**src/rtl/fb_pkg.sv**
```systemverilog
// rtl/fb_pkg.sv - Shared defaults and types for the frame buffer write path.
package fb_pkg;

  localparam int DEF_H_RES  = 320;
  localparam int DEF_V_RES  = 200;
  localparam int DEF_ADDR_W = 16;
  localparam int DEF_DATA_W = 8;
  localparam int FB_PIXELS  = DEF_H_RES * DEF_V_RES;

  typedef enum logic [1:0] {
    CLEAR,
    DRAW,
    SWAP_WAIT
  } writer_state_t;

  typedef struct packed {
    logic [8:0]            x;
    logic [7:0]            y;
    logic [DEF_DATA_W-1:0] color;
  } pixel_req_t;

endpackage

```
**src/rtl/fb_addr_calc.sv**
```systemverilog
// rtl/fb_addr_calc.sv - Combinational x/y to linear frame buffer address with range check.
module fb_addr_calc
  import fb_pkg::*;
#(
  parameter int H_RES  = DEF_H_RES,
  parameter int V_RES  = DEF_V_RES,
  parameter int ADDR_W = DEF_ADDR_W
) (
  input  logic [8:0]        x_i,
  input  logic [7:0]        y_i,
  output logic [ADDR_W-1:0] addr_o,
  output logic              in_range_o
);

  logic [31:0] x_ext;
  logic [31:0] y_ext;

  assign x_ext = 32'(x_i);
  assign y_ext = 32'(y_i);

  // 320 = 256 + 64, so the default line width needs no multiplier.
  generate
    if (H_RES == 320) begin : g_shift_add
      assign addr_o = ADDR_W'((y_ext << 8) + (y_ext << 6) + x_ext);
    end else begin : g_mul
      assign addr_o = ADDR_W'(y_ext * 32'(H_RES) + x_ext);
    end
  endgenerate

  assign in_range_o = (x_ext < 32'(H_RES)) && (y_ext < 32'(V_RES));

endmodule

```
**src/rtl/frame_buffer_writer.sv**
```systemverilog
// rtl/frame_buffer_writer.sv - Clears the back buffer, writes renderer pixels, requests the swap at vblank.
module frame_buffer_writer
  import fb_pkg::*;
#(
  parameter int H_RES  = DEF_H_RES,
  parameter int V_RES  = DEF_V_RES,
  parameter int ADDR_W = DEF_ADDR_W,
  parameter int DATA_W = DEF_DATA_W
) (
  input  logic              CLK,
  input  logic              RESET,
  input  logic [DATA_W-1:0] clear_color,
  input  logic              pix_valid,
  output logic              pix_ready,
  input  logic [8:0]        pix_x,
  input  logic [7:0]        pix_y,
  input  logic [DATA_W-1:0] pix_color,
  input  logic              frame_done,
  input  logic              FrameComplete,
  output logic              drawing,
  output logic              wren,
  output logic [ADDR_W-1:0] write_addr,
  output logic [DATA_W-1:0] frame_buffer_data,
  output logic              switch_buffer
);

  localparam int FB_PIX = H_RES * V_RES;
  localparam int CNT_W  = ADDR_W + 1;

  generate
    if (FB_PIX > (2 ** ADDR_W)) begin : g_size_check
      $error("frame_buffer_writer: H_RES*V_RES does not fit in ADDR_W");
    end
  endgenerate

  writer_state_t     state_q, state_d;
  logic [CNT_W-1:0]  cnt_q, cnt_d;
  logic [DATA_W-1:0] color_q, color_d;
  logic              wren_q, wren_d;
  logic [ADDR_W-1:0] addr_q, addr_d;
  logic [DATA_W-1:0] data_q, data_d;
  logic              ready_q, drawing_q, switch_q;

  pixel_req_t        req;
  logic [ADDR_W-1:0] pix_addr;
  logic              pix_in_range;
  logic              hs;

  assign req = '{x: pix_x, y: pix_y, color: pix_color};
  assign hs  = pix_valid && ready_q;

  fb_addr_calc #(
    .H_RES (H_RES),
    .V_RES (V_RES),
    .ADDR_W(ADDR_W)
  ) u_addr_calc (
    .x_i       (req.x),
    .y_i       (req.y),
    .addr_o    (pix_addr),
    .in_range_o(pix_in_range)
  );

  // CLEAR spends one extra idle cycle at cnt==FB_PIX so every status output
  // can be registered from the next state without a one-cycle skew.
  always_comb begin
    state_d = state_q;
    cnt_d   = cnt_q;
    color_d = color_q;
    wren_d  = 1'b0;
    addr_d  = addr_q;
    data_d  = data_q;
    case (state_q)
      CLEAR: begin
        if (cnt_q == CNT_W'(FB_PIX)) begin
          state_d = DRAW;
        end else begin
          wren_d = 1'b1;
          addr_d = ADDR_W'(cnt_q);
          data_d = color_q;
          cnt_d  = cnt_q + 1'b1;
        end
      end
      DRAW: begin
        if (hs && pix_in_range) begin
          wren_d = 1'b1;
          addr_d = pix_addr;
          data_d = req.color;
        end
        if (frame_done) state_d = SWAP_WAIT;
      end
      SWAP_WAIT: begin
        if (FrameComplete) begin
          state_d = CLEAR;
          cnt_d   = '0;
          color_d = clear_color;
        end
      end
      default: state_d = CLEAR;
    endcase
  end

  always_ff @(posedge CLK) begin
    if (RESET) begin
      state_q   <= CLEAR;
      cnt_q     <= '0;
      color_q   <= clear_color;
      wren_q    <= 1'b0;
      addr_q    <= '0;
      data_q    <= '0;
      ready_q   <= 1'b0;
      drawing_q <= 1'b0;
      switch_q  <= 1'b0;
    end else begin
      state_q   <= state_d;
      cnt_q     <= cnt_d;
      color_q   <= color_d;
      wren_q    <= wren_d;
      addr_q    <= addr_d;
      data_q    <= data_d;
      ready_q   <= (state_d == DRAW);
      drawing_q <= (state_d == DRAW);
      switch_q  <= (state_d == SWAP_WAIT);
    end
  end

  assign pix_ready         = ready_q;
  assign drawing           = drawing_q;
  assign wren              = wren_q;
  assign write_addr        = addr_q;
  assign frame_buffer_data = data_q;
  assign switch_buffer     = switch_q;

endmodule

```
**config.mk**
```make
export PLATFORM = sky130hd
export DESIGN_NAME = frame_buffer_writer
export DESIGN_NICKNAME = d
export VERILOG_FILES = /design/src/rtl/fb_pkg.sv /design/src/rtl/fb_addr_calc.sv /design/src/rtl/frame_buffer_writer.sv
export SDC_FILE = /design/constraint.sdc
export NUM_CORES = 1
export LEC_CHECK = 0
export ABC_CLOCK_PERIOD_IN_PS = 3100
export CAP_MARGIN = 20
export CELL_PAD_IN_SITES_DETAIL_PLACEMENT = 0
export CELL_PAD_IN_SITES_GLOBAL_PLACEMENT = 2
export CORE_ASPECT_RATIO = 1.1
export CORE_MARGIN = 8
export CORE_UTILIZATION = 28
export CTS_BUF_LIST = sky130_fd_sc_hd__clkbuf_16
export CTS_CLUSTER_SIZE = 28
export DETAILED_ROUTE_END_ITERATION = 7
export GPL_TIMING_DRIVEN = 0
export PLACE_DENSITY_LB_ADDON = 0.08
export SLEW_MARGIN = 20
export SYNTH_ARGS = -nofsm -noshare
export SYNTH_HDL_FRONTEND = slang
export SYNTH_SLANG_ARGS = --single-unit
```
**constraint.sdc**
```tcl
create_clock -name CLK -period 3.1 [get_ports CLK]
set_clock_uncertainty 0.2 [all_clocks]
set_input_delay 0.62 -clock CLK [delete_from_list [all_inputs] [get_ports CLK]]
set_output_delay 0.62 -clock CLK [all_outputs]
set_load 0.005 [all_outputs]
```
# After elaboration in Yosys (flattened, before gate mapping)
# Index checks and enable logic that the tools add are counted.
dict set report op_classes {
  n_addsub 3
  magnitude_cmp 2
  eq_ne 8
  muxes 19
  reduce_logical 11
}
# cell n
set ops {}
lappend ops {{$mux W8} 5}
lappend ops {{$mux W17} 2}
lappend ops {{$pmux W17 S2} 1}
lappend ops {{$mux W16} 2}
lappend ops {{$pmux W16 S2} 1}
lappend ops {{$add A17 B1 Y17 const B} 1}
lappend ops {{$eq A17 B16 Y1 const B} 1}
lappend ops {{$add A16 B14 Y16} 1}
lappend ops {{$add A16 B9 Y16} 1}
lappend ops {{$pmux W8 S2} 1}
lappend ops {{$lt A9 B9 Y1 const B} 1}
lappend ops {{$lt A8 B8 Y1 const B} 1}
lappend ops {{$reduce_bool A2 Y1} 4}
lappend ops {{$mux W2} 3}
lappend ops {{$ne A2 B2 Y1 const B} 3}
lappend ops {{$pmux W2 S3} 1}
lappend ops {{$reduce_and A3 Y1} 2}
lappend ops {{$eq A2 B1 Y1 const B} 2}
lappend ops {{$eq A2 B2 Y1 const B} 2}
lappend ops {{$logic_and A1 B1 Y1} 3}
lappend ops {{$logic_not A2 Y1} 1}
lappend ops {{$mux W1} 2}
lappend ops {{$pmux W1 S2} 1}
lappend ops {{$reduce_and A2 Y1} 1}
dict set report word_totals {
  regBits 54
  output_inout_bits 28
  word_cells 51
}

# Depth between registers and ports, before layout
dict set report depth {
  word_depth 5
  depth_mapped 9
  ltp_nobuf 9
}

# Hierarchy
# A second synthesis with hierarchy kept.
dict set report unflattened {
  cells_unflattened 335
  hier_area_um2 3145.5
}
# mod n_inst cells_each area_each_um2
set by_module_without_submodules {}
lappend by_module_without_submodules {frame_buffer_writer 1 273 2622.5}
lappend by_module_without_submodules {fb_addr_calc 1 62 523.0}

# Worst setup path before layout
# Ideal clock, no wire load.
dict set report synth_path {
  path_kind {input port to flip-flop}
  startpoint {input port pix_x[8]}
  endpoint {register addr_q[15], in the netlist write_addr[15]}
  setup_time_ns 0.079
  t_arrival_ns 2.698
  path_slack_ns 0.123
  path_stages 9
  path_cell_list {inv_1 -> fa_1 -> inv_1 -> fa_1 -> a211oi_1 -> o211ai_1 -> and3_1 -> o311a_1 -> nor3_1}
}
dict set report synth_via {
  elab_chain_len 5
  word_cells_on_any_way 8
}
# element line
set synth_lines {}
lappend synth_lines {{start, declared} frame_buffer_writer.sv:15} ;# input logic [8:0] pix_x,
lappend synth_lines {{branches (longest 5 deep; another with $add A16 B9 Y16)} n/a}
lappend synth_lines {{end signal, assigned} frame_buffer_writer.sv:118} ;# addr_q <= addr_d;
lappend synth_lines {{end, declared} frame_buffer_writer.sv:40} ;# logic [ADDR_W-1:0] addr_q, addr_d;
# Several ways; the timed one is not identified. The select of a mux whose other input is x is not followed.
# A chain may end at the register's enable or synchronous reset.

# Final worst setup path
dict set report layout_path {
  startpoint {input port pix_x[7]}
  endpoint {register addr_q[15], in the netlist write_addr[15]}
}
# Same word-level chain as after synthesis.

==> reports/qor.csv <==
stage;metric;value;unit
global_route;largest net degree at the start of global routing;19;
finish;Non-Filler Instances;558;
worst_setup_path;Worst setup endpoint;write_addr[15];
finish;nets;467;
timing;fin crit share;97.0;%
route;Avg WL per Cell;16.2;microns
route;drt via density;4.84;
route;Pre-antenna DRT Iters;4;
pwr;Comb pwr share;14.8;%
synth;multiplexer share of the synthesized area;1.99;%
worst_setup_path;Worst Path Arrival;3.03;ns
timing;unrepaired setup endpoints after global routing;no;
synth;Syn Std Cell Area;3080;sq um
synth;syn nets;394;
synth;Synth warnings;0;
worst_setup_path;Worst Path Buf+Inv;1;
clock_network;H-tree levels;2;
run;max-cap violations;0;
synth;XOR/XNOR share of the synthesized area;1.14;%
outcome;status;completed;
finish;Layout area overhead;33.8;%
worst_setup_path;CP required;3.12;ns
placement;IO buf count;64;
pwr;Seq pwr share;47.8;%
clock_network;Clock Sink Count;54;
worst_setup_path;FF-to-FF End;write_addr[0];
synth;Distinct cells, synth;52;
route;DR iter-0 viols;111;
placement;Final Wtd Congestion;0.760;
pwr;switch share;25.5;%
worst_setup_path;Crit Path Category;primary input to flip-flop;
timing;crit path time final;3.01;ns
timing;total negative slack;0;ns
route;# DRC;0;
clock_network;clock buffer depth;2;
worst_setup_path;slowest CP cell;clkdlybuf4s50_1;
pwr;Pwr Total;1.55;mW
synth;Post-Synthesis Cells;337;
floorplanning;Ports;66;
timing;Final Setup Violations;0;
pwr;LEAKAGE;1.51;nW
synth;Synth Area in Compound Gates;21.2;%
pwr;Pint;1.15;mW
worst_setup_path;startpoint class of the critical path;primary input;
finish;commonest cells after routing, fill and taps aside;60 x clkdlybuf4s50_1, 50 x nand2_1, 46 x dfxtp_1, 34 x nor2_1, 21 x a21oi_1;
finish;commonest non-fill, non-tap cell in the layout;clkdlybuf4s50_1;
timing;Fmax;333;MHz
global_route;global-route wire length before repair;14300;microns
route;vias;2701;
placement;placed cell count;548;
global_route;GR Overflow Total;0;
pwr;PD cells;376;nW/um^2
worst_setup_path;family with the most delay on the worst path;adder cells;
floorplanning;chip height;126;microns
synth;Seq cells post-synth;54;
timing;Least-Margin Pin Slew;0.949;ns
floorplanning;die area;14600;sq um
route;Routed Antenna Nets;0;
worst_setup_path;reg2reg path depth;8;
worst_setup_path;CP most frequent cell;ha_4;
pwr;VDD IR max;0.206;mV
worst_setup_path;Reg2Reg Setup Slack;0.61;ns
worst_setup_path;CP Launch Point;pix_x[7];
finish;# fillers;1147;
placement;placed inst area;3900;sq um
worst_setup_path;launch point of the worst reg-to-reg path;cnt_q[0];
worst_setup_path;CP Depth;9;
worst_setup_path;Worst path max stage delay;0.52;ns
placement;HPWL after DPL;6800;microns
clock_network;Reg clk slew, reported paths;0.07;ns
pwr;sw power;0.394;mW
timing;final hold vios;0;
finish;Final Core Density;38.1;%
finish;ratio of cells with drive above 1 in the final layout;14.1;%
timing;fin. max-slew vios;0;
hold_path;HP Start;cnt_q[16];
hold_path;Worst Hold Class;flip-flop to flip-flop;
synth;syn_area_per_cell;9.13;sq um
worst_setup_path;crit path cell chain;clkdlybuf4s50_1 > ha_4 > ha_4 > fa_2 > a211oi_2 > o211ai_1 > and3_1 > o311a_1 > nor3_2;
floorplanning;Die Wd;116;microns
clock_network;root buffer cell;clkbuf_16;
worst_setup_path;crit-path max FO;2;
worst_setup_path;CP Capture Type;flip-flop;
synth;post-synthesis simple-gate area fraction;24.6;%
route;Total Wirelength;9010;microns
floorplanning;row cnt;40;
synth;register area share after synthesis;37.8;%
clock_network;TritonCTS clock tree;done;
clock_network;hold-fix buffers at CTS;0;
clock_network;clock latency on the worst-skew pair;0.30;ns
floorplanning;starting density of the core;28.4;%
global_route;initial antenna violation count;0;
synth;main combinational cell family by area after synthesis;simple AND/OR/NAND/NOR gates;
finish;post-route cell area;4120;sq um
finish;n_diodes;0;
synth;adder-cell share of the synthesized area;8.22;%
floorplanning;Core Area;10800;sq um
global_route;vias in the first global route;2616;
global_route;global-route usage over all layers;12.4;%
timing;Slew headroom;36.7;%
clock_network;cts bufs inserted;5;
pwr;Clk pwr share;37.4;%
[power by group through the flow]
| stage | logic [mW] | registers, mW | clock network [mW] |
|---|---|---|---|
| finish | 0.229 | 0.740 | 0.579 |
| global route | 0.255 | 0.742 | 0.625 |
| CTS | 0.224 | 0.740 | 0.603 |
| detailed placement | 0.217 | 0.757 | 0 |
| global placement | 0.220 | 0.756 | 0 |
| floorplan | 0.117 | 0.755 | 0 |
[logic make-up (layout without fill, tap and decap cells)]
logic type | after synthesis | count (layout)
adder cells (fa/ha/maj) | 19 | 19
AND/OR/NAND/NOR | 146 | 146
XOR/XNOR | 4 | 4
buffers and inverters | 31 | 105
AO/OA/AOI/OAI | 77 | 77
multiplexers | 6 | 6
flip-flops | 54 | 54
[metal layers]
metal | track usage (%) | wire, microns | vias to the layer above
li1 | - | - | 1388
met1 | 16.9 | 4450 | 1271
met3 | 2.82 | 372 | 2
met2 | 19.3 | 4150 | 40
met5 | 0 | 0 | -
met4 | 2.29 | 46 | 0
[registers in the layout, summed over array words and instances (netlist names)]
signal / flops
drawing: 1
wren: 1
switch_buffer: 1
write_addr: 16
frame_buffer_data: 8
color_q: 8
state_q: 2
cnt_q: 17
[worst register-to-register path: stages, from the launching register on]
cell      delay [ns]
dfxtp_1         0.47
inv_1           0.07
ha_1            0.21
and4bb_1        0.23
nand4_4         0.16
a21bo_2         0.18
clkbuf_1        0.51
nor2_1          0.12
a311oi_2        0.24
[how the worst min path moves through the flow]
stage          cells past startpoint        end  slack, ns
2_1_floorplan                      2  cnt_q[16]       0.24
3_3_place_gp                       2  cnt_q[16]       0.26
3_5_place_dp                       2  cnt_q[16]       0.27
4_1_cts                            2  cnt_q[16]       0.28
5_1_grt                            2  cnt_q[16]       0.32
6_report                           2  cnt_q[16]       0.27
[per-stage QoR]
step                worst slack, ns  hold WS, ns
floorplan                     0.123        0.239
global placement             -0.598        0.256
detailed placement           -0.607        0.266
CTS                         0.00295        0.276
global route                 0.0140        0.316
finish                       0.0933        0.275
[area by class of cell]
class / count / area, sq um / share of cell area, %
inverters: 11 / 41.3 / 1.00
multi-input cells: 252 / 1800 / 43.7
flip-flops and latches: 54 / 1160 / 28.2
clock inverters: 3 / 25.0 / 0.608
well taps: 147 / 184 / 4.47
plain buffers: 20 / 116 / 2.83
repair buffers: 66 / 663 / 16.1
clock buffers: 5 / 125 / 3.04
[synthesized netlist by cell type (all sizes together)]
| cell type | instances | area share, % |
|---|---|---|
| nand4 | 5 | 1.5 |
| xnor2 | 2 | 0.57 |
| buf | 9 | 2.4 |
| a311oi | 19 | 8.7 |
| nand2b | 5 | 1.0 |
| and2 | 3 | 0.61 |
| nor2 | 36 | 4.6 |
| o211ai | 5 | 1.2 |
| a21oi | 22 | 3.7 |
| fa | 2 | 1.3 |
| nor3b | 2 | 0.49 |
| and4 | 2 | 0.57 |
| or2 | 3 | 0.61 |
| and3 | 4 | 0.81 |
| o311a | 2 | 0.65 |
| or3 | 5 | 1.0 |
| nor4 | 1 | 0.69 |
| o21ai | 11 | 1.8 |
| nor4b | 1 | 0.77 |
| o2111ai | 1 | 0.28 |
| nor3 | 7 | 1.1 |
| inv | 11 | 1.3 |
| a21o | 2 | 0.49 |
| ha | 17 | 6.9 |
| xor2 | 2 | 0.57 |
| dfxtp | 46 | 30 |
| and4bb | 1 | 0.41 |
| nor2b | 2 | 0.41 |
| clkbuf | 11 | 1.3 |
| or4 | 7 | 1.7 |
| o311ai | 1 | 0.28 |
| mux2 | 1 | 0.37 |
| a21bo | 1 | 0.33 |
| o32a | 1 | 0.33 |
| o31ai | 5 | 1.2 |
| mux2i | 5 | 1.6 |
| nand3 | 11 | 2.0 |
| a211oi | 7 | 2.2 |
| and2b | 1 | 0.24 |
| nand2 | 50 | 6.1 |
| edfxtp | 8 | 7.8 |
[timing repair]
action,in CTS,in global routing
endpoints found under the hold margin,0,0
gates resized for setup,4,9
pin swaps,5,9
buffers inserted,1,1
setup endpoints to repair,3,6
Note: power is estimated with default switching activity, not from simulation.
